<file path="src/rtl/usb_cmd_engine.sv">
// rtl/usb_cmd_engine.sv - USB byte-stream command parser driving a req/ack word memory port
// Pops READ/WRITE/PING commands from the RX FIFO and pushes response bytes into the TX FIFO.
module usb_cmd_engine #(
  parameter int unsigned ADDR_W  = 32,
  parameter int unsigned TIMEOUT = 1000000
) (
  input  logic              clk,
  input  logic              rst_n,
  input  logic              rx_empty,
  output logic              rx_rd_en,
  input  logic [7:0]        rx_dout,
  input  logic              tx_full,
  output logic              tx_wr_en,
  output logic [7:0]        tx_din,
  output logic              mem_req,
  output logic              mem_we,
  output logic [ADDR_W-1:0] mem_addr,
  output logic [31:0]       mem_wdata,
  input  logic              mem_ack,
  input  logic [31:0]       mem_rdata,
  output logic              busy
);

  typedef enum logic [2:0] {
    S_OPCODE, S_ADDR, S_LEN, S_WDATA, S_MEM, S_SEND, S_RESP
  } state_t;

  state_t            state;
  logic [1:0]        byte_cnt;
  logic              is_write;
  logic [31:0]       shift_q;
  logic [ADDR_W-1:0] addr_q;
  logic [8:0]        words_left;
  logic [31:0]       rdata_q;
  logic [7:0]        resp_byte;
  logic [31:0]       idle_cnt;

  logic        parsing;
  logic        payload;
  logic        pop;
  logic        timeout_hit;
  logic [31:0] shift_next;

  assign parsing     = (state == S_OPCODE) || payload;
  assign payload     = (state == S_ADDR) || (state == S_LEN) || (state == S_WDATA);
  // Gated by rst_n so the FIFO is never popped while the engine is held in reset.
  assign rx_rd_en    = rst_n & ~rx_empty & parsing;
  assign pop         = rx_rd_en;
  assign shift_next  = {rx_dout, shift_q[31:8]};
  assign timeout_hit = (TIMEOUT != 0) && (idle_cnt + 32'd1 == 32'(TIMEOUT));
  assign mem_addr    = {addr_q[ADDR_W-1:2], 2'b00};
  assign busy        = (state != S_OPCODE);

  always_ff @(posedge clk or negedge rst_n) begin
    if (!rst_n) begin
      state      <= S_OPCODE;
      byte_cnt   <= 2'd0;
      is_write   <= 1'b0;
      shift_q    <= 32'd0;
      addr_q     <= '0;
      words_left <= 9'd0;
      rdata_q    <= 32'd0;
      resp_byte  <= 8'd0;
      idle_cnt   <= 32'd0;
      tx_wr_en   <= 1'b0;
      tx_din     <= 8'd0;
      mem_req    <= 1'b0;
      mem_we     <= 1'b0;
      mem_wdata  <= 32'd0;
    end else begin
      tx_wr_en <= 1'b0;
      if (payload && !pop) idle_cnt <= idle_cnt + 32'd1;
      else                 idle_cnt <= 32'd0;

      case (state)
        S_OPCODE: begin
          if (pop) begin
            byte_cnt <= 2'd0;
            case (rx_dout)
              8'h01: begin is_write <= 1'b0; state <= S_ADDR; end
              8'h02: begin is_write <= 1'b1; state <= S_ADDR; end
              8'h03: begin resp_byte <= 8'h5A; state <= S_RESP; end
              default: begin resp_byte <= 8'hEE; state <= S_RESP; end
            endcase
          end
        end
        S_ADDR: begin
          if (pop) begin
            shift_q  <= shift_next;
            byte_cnt <= byte_cnt + 2'd1;
            if (byte_cnt == 2'd3) begin
              addr_q <= ADDR_W'(shift_next);
              state  <= is_write ? S_WDATA : S_LEN;
            end
          end else if (timeout_hit) begin
            state <= S_OPCODE;
          end
        end
        S_LEN: begin
          if (pop) begin
            words_left <= (rx_dout == 8'd0) ? 9'd256 : {1'b0, rx_dout};
            mem_we     <= 1'b0;
            mem_req    <= 1'b1;
            state      <= S_MEM;
          end else if (timeout_hit) begin
            state <= S_OPCODE;
          end
        end
        S_WDATA: begin
          if (pop) begin
            shift_q  <= shift_next;
            byte_cnt <= byte_cnt + 2'd1;
            if (byte_cnt == 2'd3) begin
              mem_wdata <= shift_next;
              mem_we    <= 1'b1;
              mem_req   <= 1'b1;
              state     <= S_MEM;
            end
          end else if (timeout_hit) begin
            state <= S_OPCODE;
          end
        end
        S_MEM: begin
          if (mem_req && mem_ack) begin
            mem_req <= 1'b0;
            if (mem_we) begin
              resp_byte <= 8'hA5;
              state     <= S_RESP;
            end else begin
              rdata_q  <= mem_rdata;
              byte_cnt <= 2'd0;
              state    <= S_SEND;
            end
          end
        end
        S_SEND: begin
          if (!tx_full) begin
            tx_wr_en <= 1'b1;
            tx_din   <= rdata_q[{byte_cnt, 3'b000} +: 8];
            byte_cnt <= byte_cnt + 2'd1;
            if (byte_cnt == 2'd3) begin
              words_left <= words_left - 9'd1;
              addr_q     <= addr_q + ADDR_W'(4);
              if (words_left == 9'd1) begin
                state <= S_OPCODE;
              end else begin
                mem_req <= 1'b1;
                state   <= S_MEM;
              end
            end
          end
        end
        S_RESP: begin
          if (!tx_full) begin
            tx_wr_en <= 1'b1;
            tx_din   <= resp_byte;
            state    <= S_OPCODE;
          end
        end
        default: state <= S_OPCODE;
      endcase
    end
  end

endmodule

</file>
<file path="config.mk">
export PLATFORM = sky130hd
export DESIGN_NAME = usb_cmd_engine
export DESIGN_NICKNAME = d
export VERILOG_FILES = /design/src/rtl/usb_cmd_engine.sv
export SDC_FILE = /design/constraint.sdc
export NUM_CORES = 1
export LEC_CHECK = 0
export BUFFER_PORTS_ARGS = -buffer_cell sky130_fd_sc_hd__buf_2
export CORE_UTILIZATION = 40
export DETAILED_ROUTE_END_ITERATION = 8
export HOLD_SLACK_MARGIN = 0.03
export MAX_ROUTING_LAYER = met4
export PLACE_DENSITY = 0.65
export SYNTH_ARGS = -nofsm -noshare
export SYNTH_HDL_FRONTEND = slang
export SYNTH_SLANG_ARGS = --single-unit
export TNS_END_PERCENT = 20
</file>
<file path="constraint.sdc">
create_clock -name clk -period 4.8 [get_ports clk]
set_input_delay 0.96 -clock clk [delete_from_list [all_inputs] [get_ports clk]]
set_output_delay 0.96 -clock clk [all_outputs]
set_load 0.02 [all_outputs]
</file>
; ---- Word-level counts from Yosys, hierarchy flattened
; Index checks and enable logic that the tools add are counted.
[totals]
ff_bits = 194
input_bits = 45
wordCells = 138
[classes]
addsub = 4
eq_ne = 29
shifts = 1
mux = 54
bitwise_logic = 4
reduce_logical = 32
[ops]
columns = operator, count
row1 = $mux 32, 5
row2 = $pmux 32 s2, 1
row3 = $pmux 8 s2, 3
row4 = $mux 8, 5
row5 = $mux 3, 13
row6 = $mux 9, 4
row7 = $add 32x1->32 const B, 1
row8 = $add 32x3->32 const B, 1
row9 = $eq 32x20->1 const B, 1
row10 = $shiftx 32x6->8, 1
row11 = $ne 2x2->1 const B, 12
row12 = $pmux 3 s7, 1
row13 = $pmux 9 s2, 1
row14 = $eq 8x2->1 const B, 2
row15 = $mux 2, 6
row16 = $reduce_and 3->1, 4
row17 = $reduce_bool 2->1, 6
row18 = $mux 1, 11
row19 = $reduce_and 5->1, 2
row20 = $eq 3x3->1 const B, 3
row21 = $eq 9x1->1 const B, 1
row22 = $sub 9x1->9 const B, 1
row23 = $eq 8x1->1 const B, 1
row24 = $logic_not 8->1, 1
row25 = 23 further kinds, 37

; ---- Longest topological paths before layout
; Gate-level depths: netlist of the first run.
[depth]
word_depth = 8
ltp_mapped = 9

; ---- Worst setup path before layout of the first run
; No wires, ideal clock.
[synth_timing]
path_kind = input -> register
start = in rst_n
end = reg mem_wdata[26]
setup_ns = 0.125
arrival_ns = 2.495
setup_slack_ns = 2.180
stages = 7
cell_sequence = nor2b_1 nand2b_1 inv_1 nand2_1 nor2_1 buf_2 mux2_2
[synth_via]
elab_chain_cells = 3
[synth_rtl]
columns = item, line_no
row1 = "start, declared", 8  ; input logic rst_n,
row2 = $and 1x1->1 (2 in series), 47  ; assign rx_rd_en = rst_n & ~rx_empty & parsing;
row3 = named net rx_rd_en, 10  ; output logic rx_rd_en,
row4 = $reduce_and 3->1 (no source line), -
row5 = "end signal, assigned", 114  ; mem_wdata <= shift_next;
row6 = "end, declared", 18  ; output logic [31:0] mem_wdata,
; The timed path passes the listed nets, and every way through them passes these cells.
; A chain may end at the register's enable or synchronous reset.

; ---- Worst setup path after layout of the first run
[layout_timing]
start = in rst_n
end = out rx_rd_en
[layout_via]
elab_chain_cells = 2
[layout_rtl]
columns = item, line_no
row1 = $and 1x1->1 (2 in series), 47
row2 = "end, declared", 10
; Every way passes these cells.

==> metrics.md, run 1 <==
| Metric | Value |
|---|---|
| Status | finished, final reports clean |
| Crit path DAT | 1950 ps |
| Hold-fix buffers, CTS | 0 |
| Die width | 150 um |
| Sinks on Clock Net | 180 |
| Port bufs | 119 |
| M1 wire length | 10100 um |
| Initial core utilization | 41.4% |
| Worst r2r src | idle_cnt[0]$_DFF_PN0_ |
| Drt wl/cell | 17.0 um |
| Final setup vio count | 0 |
| Syn_area_per_cell | 10.5 um^2 |
| Worst Reg-to-Reg Cells | 9 |
| Total Power | 5.42 mW |
| Max-Cap Viols | 0 |
| PD cells | 526 nW/um^2 |
| Minimum clock period | 2910 ps |
| Top-level I/O count | 122 |
| EDFF count, synth | 0 |
| Met2 WL | 9320 um |
| HP Class | reg2reg |
| Reg clk slew, reported paths | 70 ps |
| Die area | 22600 um^2 |
| Synth area leader | dfrtp_1 |
| Die Y | 150 um |
| Element type at the critical path start | primary input |
| Dominant cells by area after synthesis | dfrtp_1 (51%), mux2_2 (11%), a21oi_1 (3.9%) |
| Number of DRC markers in iteration 0 | 575 |
| Most used DFF post-synth | dfrtp_1 |
| Netlist cell types | 62 |
| Top sig layer | met4 |
| Synth top area share | 51.1% |
| Synth warn | 0 |
| Worst Path Class, Setup | in2out |
| Routed Wire Length | 20900 um |
| Final Skew | 12.6 ps |
| R2R Path End | state[0]$_DFFE_PN0P_ |
| Post-Syn Instances | 836 |
| Clk_lat worst skew | 430 ps |
| Setup Buffers After CTS | 0 |
| Final Hold Violating Endpoints | 0 |
| Worst vdd ir | 0.264 mV |
| Layout cells sized above 1 | 29.2% |
| Drt pass-1 iters | 5 |
| Critical Path RT | 3840 ps |
| Wire length on met3 | 1210 um |
| TritonCTS Buffers | 17 |
| Worst Setup End Kind | output port |
| Total GRT Usage | 19.6% |
| Rel. slew slack | 28.1% |
| Tightest Pin Transition | 1080 ps |
| DRC | 0 |
| Vias in the first global route | 6233 |
| HPWL after DPL | 14400 um |
| Fin Setup TNS | 0 ps |
| DR vias | 6787 |
| Post_cts resized | 0 |
| CTS Root Cell | clkbuf_16 |
| Area growth, synth to finish | 16.9% |
| Gr ovfl total | 0 |
| Vias/cell | 5.52 |
| Post-Syn Area | 8810 um^2 |
| Crit. Startpoint | rst_n |
| Period utilization | 60.7% |
| Post-route ant nets | 0 |
| Yosys reg bits | 180 |
| Final #Nets | 991 |
| Final GP Congestion | 0.885 |
| TritonCTS clock tree | done |
| Largest net degree at the start of global routing | 70 |
| P_leak | 4.66 nW |
| Initial antenna violation count | 1 |
| Crit path to | rx_rd_en |
| Critical-path maximum fanout | 5 |
| Max Slew Vio Count | 0 |
| RSZ-0062 raised after global routing | no |
| Seq/Total Area, Yosys | 51.1% |
| Core ar. | 21300 um^2 |
| First-pass GRT wire length | 33600 um |
| # rows | 53 |
| R2R setup slack | 1990 ps |
| H-tree depth | 4 |
| Max clock buf depth | 2 |
| Top achievable clock speed | 343 MHz |
| Async SR Flop Fraction | 100% |
==> worst max-delay path, stage by stage <==
cell      delay [ps]
buf_6            100
nor2b_1          280
nand2b_1         210
inv_1            180
buf_2            210
==> how the worst min path moves through the flow <==
stage                             start  depth (start not counted)  slack (ps)                       end
3_5_place_dp   resp_byte[4]$_DFFE_PN0P_                          1         470  resp_byte[4]$_DFFE_PN0P_
5_1_grt         rdata_q[10]$_DFFE_PN0P_                          1         520   rdata_q[10]$_DFFE_PN0P_
2_1_floorplan  resp_byte[4]$_DFFE_PN0P_                          1         450  resp_byte[4]$_DFFE_PN0P_
3_3_place_gp   resp_byte[4]$_DFFE_PN0P_                          1         460  resp_byte[4]$_DFFE_PN0P_
6_report       resp_byte[4]$_DFFE_PN0P_                          1         480  resp_byte[4]$_DFFE_PN0P_
4_1_cts        resp_byte[4]$_DFFE_PN0P_                          1         490  resp_byte[4]$_DFFE_PN0P_
==> layer usage <==
layer / up-vias / track usage, %
met3: 28 / 3.45
met4: 0 / 5.05
met5: - / -
li1: 3212 / -
met1: 3353 / 29.0
met2: 194 / 27.7
==> area by class of cell <==
type	instances	area [um^2]
Fill cell	1928	11000
Inverter	19	71.3
Multi-Input combinational cell	593	4100
Sequential cell	180	4500
Tap cell	275	344
Clock buffer	20	457
Timing Repair Buffer	130	684
Clock inverter	11	141
Antenna cell	1	2.50
==> through the flow <==
stage / std cells / instance area [um^2] / hold WS, ps / utilization (%) / worst slack, ps
after floorplan: 837 / 8820 / 449 / - / 2180
after global placement: 1197 / 9700 / 458 / 45.6 / 1800
after detailed placement: 1197 / 9700 / 472 / 45.6 / 1730
after CTS: 1228 / 10300 / 488 / 48.4 / 1900
after global routing: 1229 / 10300 / 516 / 48.4 / 1780
final: 1229 / 10300 / 483 / 48.4 / 1890
==> power by group <==
group          total [mW]  switching, mW  internal, mW
sequential           2.38          0.438          1.94
clock                1.42          0.617         0.807
combinational        1.62          0.901         0.719
==> cell usage in the layout (no fill, tap or decap), types with 6 or more instances in the layout <==
cell,n
mux2_2,90
mux4_2,8
o22ai_1,12
inv_1,19
mux2i_1,6
clkbuf_16,17
nor3_1,15
nand2_1,61
o21ai_0,45
xor2_1,22
a21oi_1,69
nand3_1,35
a31oi_1,8
xnor2_1,16
buf_2,118
nand4_1,12
buf_4,11
a22oi_1,7
nor2_1,88
dfrtp_1,180
and3_1,12
==> kinds of logic (layout without fill, tap and decap cells) <==
group / after synthesis / in the layout / synth area share, %
fa+ha+maj: 5 / 5 / 0.710
buf+inv: 64 / 180 / 2.94
compound gates: 175 / 175 / 11.8
xor+xnor: 38 / 38 / 3.78
other cells: 1 / 3 / 0.0425
flops: 180 / 180 / 51.1
simple gates: 268 / 268 / 15.3
mux: 105 / 105 / 14.4
==> state kept, by name (all words and copies together), names as in the netlist <==
signal	flops
idle_cnt	32
mem_wdata	32
rdata_q	32
addr_q	30
shift_q	24
words_left	9
tx_din	8
resp_byte	4
state	3
byte_cnt	2
is_write	1
mem_req	1
mem_we	1
tx_wr_en	1
==> cell usage after synthesis, drive strengths merged, types with 6 or more instances <==
library cell / n
inv: 19
buf: 13
o21ai: 46
clkbuf: 32
nor2: 92
xnor2: 16
dfrtp: 180
mux2i: 6
a31oi: 8
xor2: 22
a21oi: 69
nand2: 62
mux2: 91
a22oi: 7
nand3: 36
o22ai: 12
mux4: 8
and3: 13
nor3: 16
nor4: 7
nand4: 14
Power figures use the tool's default switching activity.
==> inputs of run 2 (changes only) <==
--- a/config.mk
+++ b/config.mk
@@ -5,6 +5,7 @@
 export SDC_FILE = /design/constraint.sdc
 export NUM_CORES = 1
 export LEC_CHECK = 0
+export ABC_AREA = 1
 export BUFFER_PORTS_ARGS = -buffer_cell sky130_fd_sc_hd__buf_2
 export CORE_UTILIZATION = 40
 export DETAILED_ROUTE_END_ITERATION = 8
==> constraint.sdc (replaced) <==
create_clock -name clk -period 3 [get_ports clk]
set_input_delay 0.6 -clock clk [delete_from_list [all_inputs] [get_ports clk]]
set_output_delay 0.6 -clock clk [all_outputs]
set_load 0.02 [all_outputs]
==> run 2 against run 1 <==
  * Register-to-register slack worse by 1300 ps
  * Worst setup slack worse by 1600 ps
  * Synthesized cell count grew 38%
  * Clock skew shrank 1.4 ps
  * Sequential power up 62%
  * Die area increased by 5.4%
  * Global-route usage rose by 1.5 points
  * Largest cell class unchanged
==> metrics.md, run 2 <==
| Metric | Value |
|---|---|
| Status | finished, final reports clean |
| Top-level I/O count | 122 |
| CTS Root Cell | clkbuf_16 |
| DRC | 0 |
| Vias/cell | 5.16 |
| Number of DRC markers in iteration 0 | 532 |
| Antenna diodes | 0 |
| Reg clk slew, reported paths | 70 ps |
| Synth area leader | dfrtp_1 |
| HPWL after DPL | 17100 um |
| Drt pass-1 iters | 5 |
| Yosys reg bits | 180 |
| Worst vdd ir | 0.445 mV |
| Layout cells sized above 1 | 17.7% |
| P_leak | 5.24 nW |
| Element type at the critical path start | primary input |
| Sinks on Clock Net | 180 |
| Port bufs | 119 |
| R2R Path End | addr_q[6]$_DFFE_PN0P_ |
| Worst r2r src | byte_cnt[1]$_DFFE_PN0P_ |
| Max-Cap Viols | 0 |
| RSZ-0062 raised after global routing | no |
| Fin Setup TNS | 0 ps |
| Post_cts resized | 0 |
| Seq/Total Area, Yosys | 48.4% |
| Drt wl/cell | 15.2 um |
| Clk_lat worst skew | 440 ps |
| Hold Path Depth | 2 |
| Final #Nets | 1315 |
| Final Skew | 11.2 ps |
| Post-Place Cells | 1530 |
| Final Hold Violating Endpoints | 0 |
| Post-Syn Area | 9300 um^2 |
| Worst Reg-to-Reg Cells | 7 |
| Tightest Pin Transition | 1050 ps |
| Final setup vio count | 0 |
| Synth warn | 0 |
| Most used cell, CP | inv_1 |
| DR vias | 8063 |
| Worst Setup End Kind | output port |
| Period utilization | 91.8% |
| Post-route ant nets | 0 |
| Minimum clock period | 2760 ps |
| Commonest non-fill, non-tap cell in the layout | nand2_1 |
| Largest net degree at the start of global routing | 180 |
| Post-Syn Instances | 1153 |
| Most used DFF post-synth | dfrtp_1 |
| Initial core utilization | 40.9% |
| First-pass GRT wire length | 38800 um |
| Most common cell in the netlist | nand2_1 |
| Gr ovfl total | 0 |
| Worst hold path startpoint | mem_rdata[5] |
| Area growth, synth to finish | 16.4% |
| Critical Path, Cell by Cell | dlygate4sd3_1, buf_6, inv_1, nor2_1, nand2_1, inv_1, buf_2 |
| Final GP Congestion | 0.886 |
| Bufs and invs on worst path | 5 |
| Netlist cell types | 47 |
| Total GRT Usage | 21.2% |
| Critical-path maximum fanout | 6 |
| Rel. slew slack | 30.1% |
| Max clock buf depth | 2 |
| Syn_area_per_cell | 8.06 um^2 |
| Routed Wire Length | 23800 um |
| Vias in the first global route | 7483 |
| HP Class | in2reg |
| Crit path max-delay family | buffers and inverters |
| PD cells | 887 nW/um^2 |
| Crit path DAT | 2160 ps |
| # rows | 55 |
| Commonest non-fill, non-tap cells in the layout | nand2_1 (281), dfrtp_1 (180), nor2_1 (130), o21ai_0 (125), inv_1 (123) |
| Most common library cells after synthesis | nand2_1 (282), dfrtp_1 (180), nor2_1 (130), o21ai_0 (125), inv_1 (123) |
| Async SR Flop Fraction | 100% |
| Hold worst-path end | rdata_q[5]$_DFFE_PN0P_ |
| H-tree depth | 4 |
| Die Y | 154 um |
| EDFF count, synth | 0 |
| TritonCTS clock tree | done |
| Top achievable clock speed | 363 MHz |
| CP max stage delay | 540 ps |
| Core ar. | 22700 um^2 |
| Max Slew Vio Count | 0 |
| Final cell count without fillers | 1562 |
| Initial antenna violation count | 0 |
| TritonCTS Buffers | 17 |
| Worst Path Class, Setup | in2out |
| Die area | 23900 um^2 |
| Top Registers | idle_cnt: 32 flops, mem_wdata: 32 flops, rdata_q: 32 flops |
| Dominant cells by area after synthesis | dfrtp_1 (48%), nand2_1 (11%), o21ai_0 (6.7%) |
| Slowest cell on the critical path | dlygate4sd3_1 |
| Die width | 154 um |
| R2R setup slack | 710 ps |
| Critical Path RT | 2400 ps |
| Synth top area share | 48.4% |
[run 2: cell families after synthesis]
| logic type | Yosys count | synth area share [%] |
|---|---|---|
| AND/OR/NAND/NOR | 505 | 23.3 |
| AO/OA/AOI/OAI | 232 | 13.5 |
| flip-flops | 180 | 48.4 |
| buffers and inverters | 167 | 7.11 |
| multiplexers | 36 | 4.36 |
| XOR/XNOR | 27 | 2.54 |
| adder cells (fa/ha/maj) | 5 | 0.673 |
| other | 1 | 0.0403 |
[run 2: worst max-delay path by stage]
stage / start / end / depth (start not counted)
floorplan: addr_q[2]$_DFFE_PN0P_ / addr_q[26]$_DFFE_PN0P_ / 16
global placement: rst_n / addr_q[6]$_DFFE_PN0P_ / 9
detailed placement: rst_n / addr_q[6]$_DFFE_PN0P_ / 9
CTS: rst_n / rx_rd_en / 7
global route: rst_n / rx_rd_en / 7
finish: rst_n / rx_rd_en / 7
[run 2: report_power, final]
group          total, mW  switching (mW)  internal [mW]  leakage, nW
Combinational       3.32            2.17           1.15         2.62
Clock               2.41            1.01           1.41        0.308
Sequential          3.86           0.678           3.19         2.31
[run 2: metrics by stage]
step	hold slack, ps	worst slack [ps]	area (um^2)	utilization (%)	power, mW
after detailed placement	385	583	10200	44.9	7.18
after global placement	385	624	10200	44.9	7.13
final	368	245	10800	47.7	9.60
after CTS	364	260	10800	47.7	9.63
after global routing	366	167	10800	47.7	10.2
after floorplan	304	927	9300	-	6.06
[run 2: what timing repair did]
item | CTS | global route
setup endpoints to repair | 0 | 0
endpoints found under the hold margin | 1 | 0
setup buffers | 0 | 0
hold buffers | 1 | 0
[run 2: area by class of cell]
cell class / instances / area (um^2)
clock buffers: 18 / 429
clock inverters: 13 / 199
fillers: 2203 / 11900
inverters: 130 / 488
multi-input cells: 807 / 4140
flip-flops and latches: 180 / 4500
well taps: 285 / 357
repair buffers: 129 / 704
[run 2: per-layer routing]
metal	global-route usage, %	vias to the layer above	share of wire [%]
met2	32.3	219	46
met3	2.97	20	4.7
met4	5.23	0	1.1
met1	29.7	3860	48
met5	-	-	0
li1	-	3964	-
[run 2: worst reg2reg max path: stages, from the launching register on]
cell       delay, ps
dfrtp_1          530
ha_1             330
inv_1            130
a2111oi_4        420
buf_4            400
o21ai_0          160
a21oi_1          140
a21oi_1           60
